<file path="src/rtl/calc_seq_ctrl.sv">
// Two-digit PS/2 calculator sequencer: scancode decode, operand entry,
// shared-ALU request handshake with timeout, and BCD result formatting.
`timescale 1ns/1ps
module calc_seq_ctrl #(
   parameter int ACK_TIMEOUT = 255,
   parameter int CNT_W       = 8
) (
   input  logic       clk,
   input  logic       reset,
   input  logic [7:0] key_code,
   input  logic       key_valid,
   output logic       alu_req,
   output logic [3:0] alu_a,
   output logic [3:0] alu_b,
   output logic       alu_op,
   input  logic       alu_ack,
   input  logic [7:0] alu_result,
   output logic [3:0] n1,
   output logic [3:0] n2,
   output logic       n1_vld,
   output logic       n2_vld,
   output logic [1:0] op_code,
   output logic       eq_vld,
   output logic       res_vld,
   output logic       res_neg,
   output logic [3:0] res_tens,
   output logic [3:0] res_ones,
   output logic       err
);

   typedef enum logic [2:0] {
      S_N1, S_OP, S_N2, S_EQ, S_REQ, S_SHOW, S_ERR
   } state_t;

   localparam logic [CNT_W-1:0] TO_LAST = CNT_W'(ACK_TIMEOUT - 1);

   state_t           state;
   logic             brk;
   logic [CNT_W-1:0] cnt;

   logic       dig_hit;
   logic [3:0] dig_val;
   logic       kv, k_dig, k_plus, k_minus, k_eq, k_esc;

   always_comb begin
      dig_hit = 1'b1;
      dig_val = 4'd0;
      case (key_code)
         8'h45:   dig_val = 4'd0;
         8'h16:   dig_val = 4'd1;
         8'h1E:   dig_val = 4'd2;
         8'h26:   dig_val = 4'd3;
         8'h25:   dig_val = 4'd4;
         8'h2E:   dig_val = 4'd5;
         8'h36:   dig_val = 4'd6;
         8'h3D:   dig_val = 4'd7;
         8'h3E:   dig_val = 4'd8;
         8'h46:   dig_val = 4'd9;
         default: dig_hit = 1'b0;
      endcase
   end

   // Prefix bytes and the byte after a break code never reach the FSM.
   assign kv = key_valid && !brk
            && key_code != 8'hF0
            && key_code != 8'hE0;
   assign k_dig   = kv && dig_hit;
   assign k_plus  = kv && key_code == 8'h79;
   assign k_minus = kv && key_code == 8'h7B;
   assign k_eq    = kv && key_code == 8'h55;
   assign k_esc   = kv && key_code == 8'h76;

   logic signed [7:0] r_s;
   logic        [7:0] mag;
   logic              in_rng;
   logic              big;

   assign r_s    = alu_result;
   assign mag    = r_s[7] ? (~alu_result + 8'd1) : alu_result;
   assign in_rng = (r_s >= -8'sd9) && (r_s <= 8'sd18);
   assign big    = mag >= 8'd10;

   assign alu_a  = n1;
   assign alu_b  = n2;
   assign alu_op = op_code[1];

   always_ff @(posedge clk) begin
      if (!reset || k_esc) begin
         state    <= S_N1;
         cnt      <= '0;
         alu_req  <= 1'b0;
         n1       <= 4'd0;
         n2       <= 4'd0;
         n1_vld   <= 1'b0;
         n2_vld   <= 1'b0;
         op_code  <= 2'b00;
         eq_vld   <= 1'b0;
         res_vld  <= 1'b0;
         res_neg  <= 1'b0;
         res_tens <= 4'd0;
         res_ones <= 4'd0;
         err      <= 1'b0;
      end else begin
         case (state)
            S_N1: if (k_dig) begin
               n1     <= dig_val;
               n1_vld <= 1'b1;
               state  <= S_OP;
            end
            S_OP: begin
               if (k_dig) n1 <= dig_val;
               else if (k_plus) begin
                  op_code <= 2'b01;
                  state   <= S_N2;
               end else if (k_minus) begin
                  op_code <= 2'b10;
                  state   <= S_N2;
               end
            end
            S_N2: if (k_dig) begin
               n2     <= dig_val;
               n2_vld <= 1'b1;
               state  <= S_EQ;
            end
            S_EQ: begin
               if (k_dig) n2 <= dig_val;
               else if (k_eq) begin
                  eq_vld  <= 1'b1;
                  alu_req <= 1'b1;
                  cnt     <= '0;
                  state   <= S_REQ;
               end
            end
            S_REQ: begin
               if (alu_ack) begin
                  alu_req <= 1'b0;
                  if (in_rng) begin
                     res_vld  <= 1'b1;
                     res_neg  <= r_s[7];
                     res_tens <= {3'b000, big};
                     res_ones <= big ? 4'(mag - 8'd10)
                                     : 4'(mag);
                     state    <= S_SHOW;
                  end else begin
                     err   <= 1'b1;
                     state <= S_ERR;
                  end
               end else if (cnt == TO_LAST) begin
                  alu_req <= 1'b0;
                  err     <= 1'b1;
                  state   <= S_ERR;
               end else begin
                  cnt <= cnt + 1'b1;
               end
            end
            S_SHOW: if (k_dig) begin
               n1       <= dig_val;
               n1_vld   <= 1'b1;
               n2       <= 4'd0;
               n2_vld   <= 1'b0;
               op_code  <= 2'b00;
               eq_vld   <= 1'b0;
               res_vld  <= 1'b0;
               res_neg  <= 1'b0;
               res_tens <= 4'd0;
               res_ones <= 4'd0;
               state    <= S_OP;
            end
            S_ERR: ;
            default: state <= S_N1;
         endcase
      end
      if (!reset) brk <= 1'b0;
      else if (key_valid) brk <= !brk && key_code == 8'hF0;
   end

endmodule

</file>
<file path="config.mk">
export PLATFORM = sky130hd
export DESIGN_NAME = calc_seq_ctrl
export DESIGN_NICKNAME = d
export VERILOG_FILES = /design/src/rtl/calc_seq_ctrl.sv
export SDC_FILE = /design/constraint.sdc
export NUM_CORES = 1
export LEC_CHECK = 0
export ABC_AREA = 0
export CORE_MARGIN = 1.5
export CORE_UTILIZATION = 40
export DETAILED_ROUTE_END_ITERATION = 6
export PLACE_DENSITY_LB_ADDON = 0.15
export SYNTH_ARGS = -nofsm -noshare
export SYNTH_HDL_FRONTEND = slang
export SYNTH_SLANG_ARGS = --single-unit
</file>
<file path="constraint.sdc">
create_clock -name clk -period 2.5 [get_ports clk]
set_input_delay 0.75 -clock clk [delete_from_list [all_inputs] [get_ports clk]]
set_output_delay 0.75 -clock clk [all_outputs]
set_load 0.03 [all_outputs]
</file>
==> flow_metrics.env <==
export IMPL_outcome="completed"
export IMPL_row_count=27
export IMPL_grt_ovfl_total=0
export IMPL_switching_share=0.2390
export IMPL_avgViaCountPerCell=5.039
export IMPL_switchingPower_mw=0.3329
export IMPL_setup_viol=0
export IMPL_wirelength_um=5199
export IMPL_ys_seq_area_frac=0.3048
export IMPL_cp_max_fo=3
export IMPL_intPower_mw=1.060
export IMPL_fin_crit_sh=0.9352
export IMPL_num_vias=2086
export IMPL_first_pass_iters=4
export IMPL_ys_ff_latch=34
export IMPL_wl_per_cell_um=12.56
export IMPL_cp_start_kind="primary input"
export IMPL_die_y_um=77.72
export IMPL_end_kind="register"
export IMPL_grt_usage=0.1867
export IMPL_insertion_delay_ns=0.29
export IMPL_dieArea_sq_um=6040
export IMPL_die_w_um=77.72
export IMPL_h_tree_depth=2
export IMPL_ys_warnings_count=0
export IMPL_numCtsBuffers=5
export IMPL_syn_inst=266
export IMPL_syn2layout_area_growth_pct=43.14
export IMPL_grt_max_degree=19
export IMPL_syn_area_sq_um=2233
export IMPL_synth_ff_type="dfxtp_1"
export IMPL_wl_met2_um=2629
export IMPL_power_leakage_nw=1.257
export IMPL_grt_pass1_wl_um=9018
export IMPL_gp_congestion=0.8593
export IMPL_portBuffers=50
export IMPL_dr_first_iter_drc_count=51
export IMPL_io_pins=54
export IMPL_initial_core_util=0.4106
export IMPL_final_max_slew_violation_count=0
export IMPL_clkPwrFrac=0.444
export IMPL_antenna_found_initial=0
export IMPL_ys_async_sr_fraction=0
export IMPL_clock_path_buffers=2
export IMPL_cts_tree="yes"
export IMPL_drtAntennaViolNets=0
export IMPL_peakVddDrop_uv=199.0
export IMPL_m1WireLength_um=2285
export IMPL_crit_required_ns=2.73
export IMPL_clk_pin_slew_worst_paths_ns=0.07
export IMPL_diodes=0
export IMPL_top_layer_used="met4"
export IMPL_layout_nets=367
export IMPL_drc=0
export IMPL_dp_final_hpwl_um=3924
export IMPL_path_class="in -> reg"
export IMPL_placed_cells=404
export IMPL_synth_edf_count=0
export IMPL_cts_num_sinks=34
export IMPL_fin_skew_ns=0.006886
export IMPL_maxCapViolCount=0
export IMPL_coreArea_sq_um=5439
export IMPL_avgSynthCellArea_sq_um=8.396
export IMPL_drive_above_1_share=0.2368
export IMPL_max_freq_mhz=427.7
export IMPL_arrival_ns=2.57
export IMPL_hold_viol_final=0
export IMPL_yosys_cell_types_count=59
export IMPL_hold_class="reg -> reg"
export IMPL_stdcell_count=414
export IMPL_pwr_density_cell_nw_per_um2=435.7
export IMPL_fin_setup_tns_ns=0
export IMPL_root_buffer="clkbuf_8"
export IMPL_cts_hold_buffers_added=0
export IMPL_power_frac_comb=0.162
export IMPL_wl_met3_um=208
export IMPL_final_core_util=0.5878
export IMPL_p_seq_frac=0.394
export IMPL_grt_pass1_vias=1941
export IMPL_timing_final_crit_period_ns=2.338
==> sequential cells by signal (all words and copies together), names as in the netlist <==
| name | count |
|---|---|
| alu_a | 4 |
| alu_b | 4 |
| alu_req | 1 |
| brk | 1 |
| cnt | 8 |
| eq_vld | 1 |
| err | 1 |
| n1_vld | 1 |
| n2_vld | 1 |
| op_code | 2 |
| res_neg | 1 |
| res_ones | 4 |
| res_tens | 1 |
| res_vld | 1 |
| state | 3 |
==> critical path, stage by stage <==
cell and delay (ns):
clkdlybuf4s50_1 0.42, inv_1 0.08, ha_2 0.20, nor3b_4 0.20, mux2i_1 0.20, a22o_1 0.21
nand2_1 0.12, a32oi_1 0.17, nand2_1 0.07, a21oi_1 0.14
==> path summary, 6_finish.rpt <==
kind                               startpoint          end  slack, ns  cells past startpoint
worst max-delay path            alu_result[0]  res_ones[2]       0.16                     10
worst min-delay path              res_ones[1]  res_ones[1]       0.47                      2
worst max register to register       state[2]     state[1]       0.58                      6
worst min register to register    res_ones[1]  res_ones[1]       0.47                      2
==> synth_stat cells, types with 4 or more instances <==
cell      number  share of area
a21oi_1       18          0.040
a22oi_1        5          0.017
a31oi_1        4          0.011
buf_4         15          0.050
clkbuf_1       7          0.012
dfxtp_1       34           0.30
ha_1           6          0.034
inv_1          6          0.010
mux2i_1       10          0.045
nand2_1       14          0.024
nand2b_1      11          0.031
nand3_1       12          0.027
nor2_1        28          0.047
nor2_2         4          0.011
nor2b_1        9          0.025
nor3b_1        5          0.017
o21ai_0        5          0.011
o31ai_1        4          0.013
xnor2_1        8          0.031
xor2_1         4          0.016
==> cell families after synthesis <==
| family | after synthesis | share of synthesized area |
|---|---|---|
| flip-flops | 34 | 0.3048 |
| other | 1 | 0.001679 |
| AO/OA/AOI/OAI | 58 | 0.1899 |
| multiplexers | 10 | 0.04482 |
| AND/OR/NAND/NOR | 113 | 0.2975 |
| buffers and inverters | 32 | 0.08067 |
| XOR/XNOR | 12 | 0.04706 |
| adder cells (fa/ha/maj) | 6 | 0.03361 |
==> power groups by stage <==
| stage | Combinational (mW) | Sequential (mW) | Clock [mW] |
|---|---|---|---|
| 2_1_floorplan | 0.125 | 0.564 | 0 |
| 3_3_place_gp | 0.219 | 0.561 | 0 |
| 3_5_place_dp | 0.221 | 0.561 | 0 |
| 4_1_cts | 0.220 | 0.548 | 0.636 |
| 5_1_grt | 0.247 | 0.549 | 0.656 |
| 6_report | 0.225 | 0.549 | 0.619 |
==> repair_timing <==
item                       CTS  global route
setup endpoints to repair   14            21
resized for setup            4            21
pin swaps                    1             4
gates cloned                 0             1
setup buffers                1             0
hold endpoints to repair     0             0
==> cell usage in the layout (no fill, tap or decap), types with 3 or more instances in the layout <==
cell / count
clkdlybuf4s50_1: 41
buf_4: 39
dfxtp_1: 34
nor2_1: 27
a21oi_1: 18
nand2_1: 14
nand3_1: 10
nor2b_1: 8
xnor2_1: 8
mux2i_1: 8
nand2b_1: 8
inv_1: 6
dlymetal6s2s_1: 6
nor2_2: 5
a22oi_1: 5
ha_1: 5
clkbuf_8: 5
nor3b_2: 4
xor2_1: 4
a31oi_1: 4
o31ai_1: 4
o21ai_0: 4
nand3b_1: 3
nand4_1: 3
nor3b_1: 3
o21bai_1: 3
nor3_1: 3
conb_1: 3
dlygate4sd2_1: 3
==> area by class of cell <==
type / instances / area, sq um
clock buffers: 5 / 68.82
clock inverters: 3 / 68.82
fillers: 511 / 2242
inverters: 6 / 22.52
multi-input cells: 202 / 1434
flip-flops and latches: 34 / 680.7
well taps: 72 / 90.09
repair buffers: 92 / 832.0
==> metrics by stage <==
stage | cell area, sq um | setup WS (ns) | hold slack [ns] | power [mW]
global route | 3197 | -0.005612 | 0.4932 | 1.452
global placement | 2974 | -0.3299 | 0.4528 | 0.7800
floorplan | 2241 | 0.2004 | 0.4540 | 0.6885
CTS | 3118 | 0.002781 | 0.4729 | 1.405
finish | 3197 | 0.1620 | 0.4716 | 1.393
detailed placement | 2974 | -0.3851 | 0.4585 | 0.7816
==> metal layers <==
layer	GRT usage	up-vias
li1	-	1079
met1	0.2253	957
met2	0.3191	45
met3	0.04706	5
met4	0.06545	0
met5	0	-
Note: power is estimated with default switching activity, not from simulation.
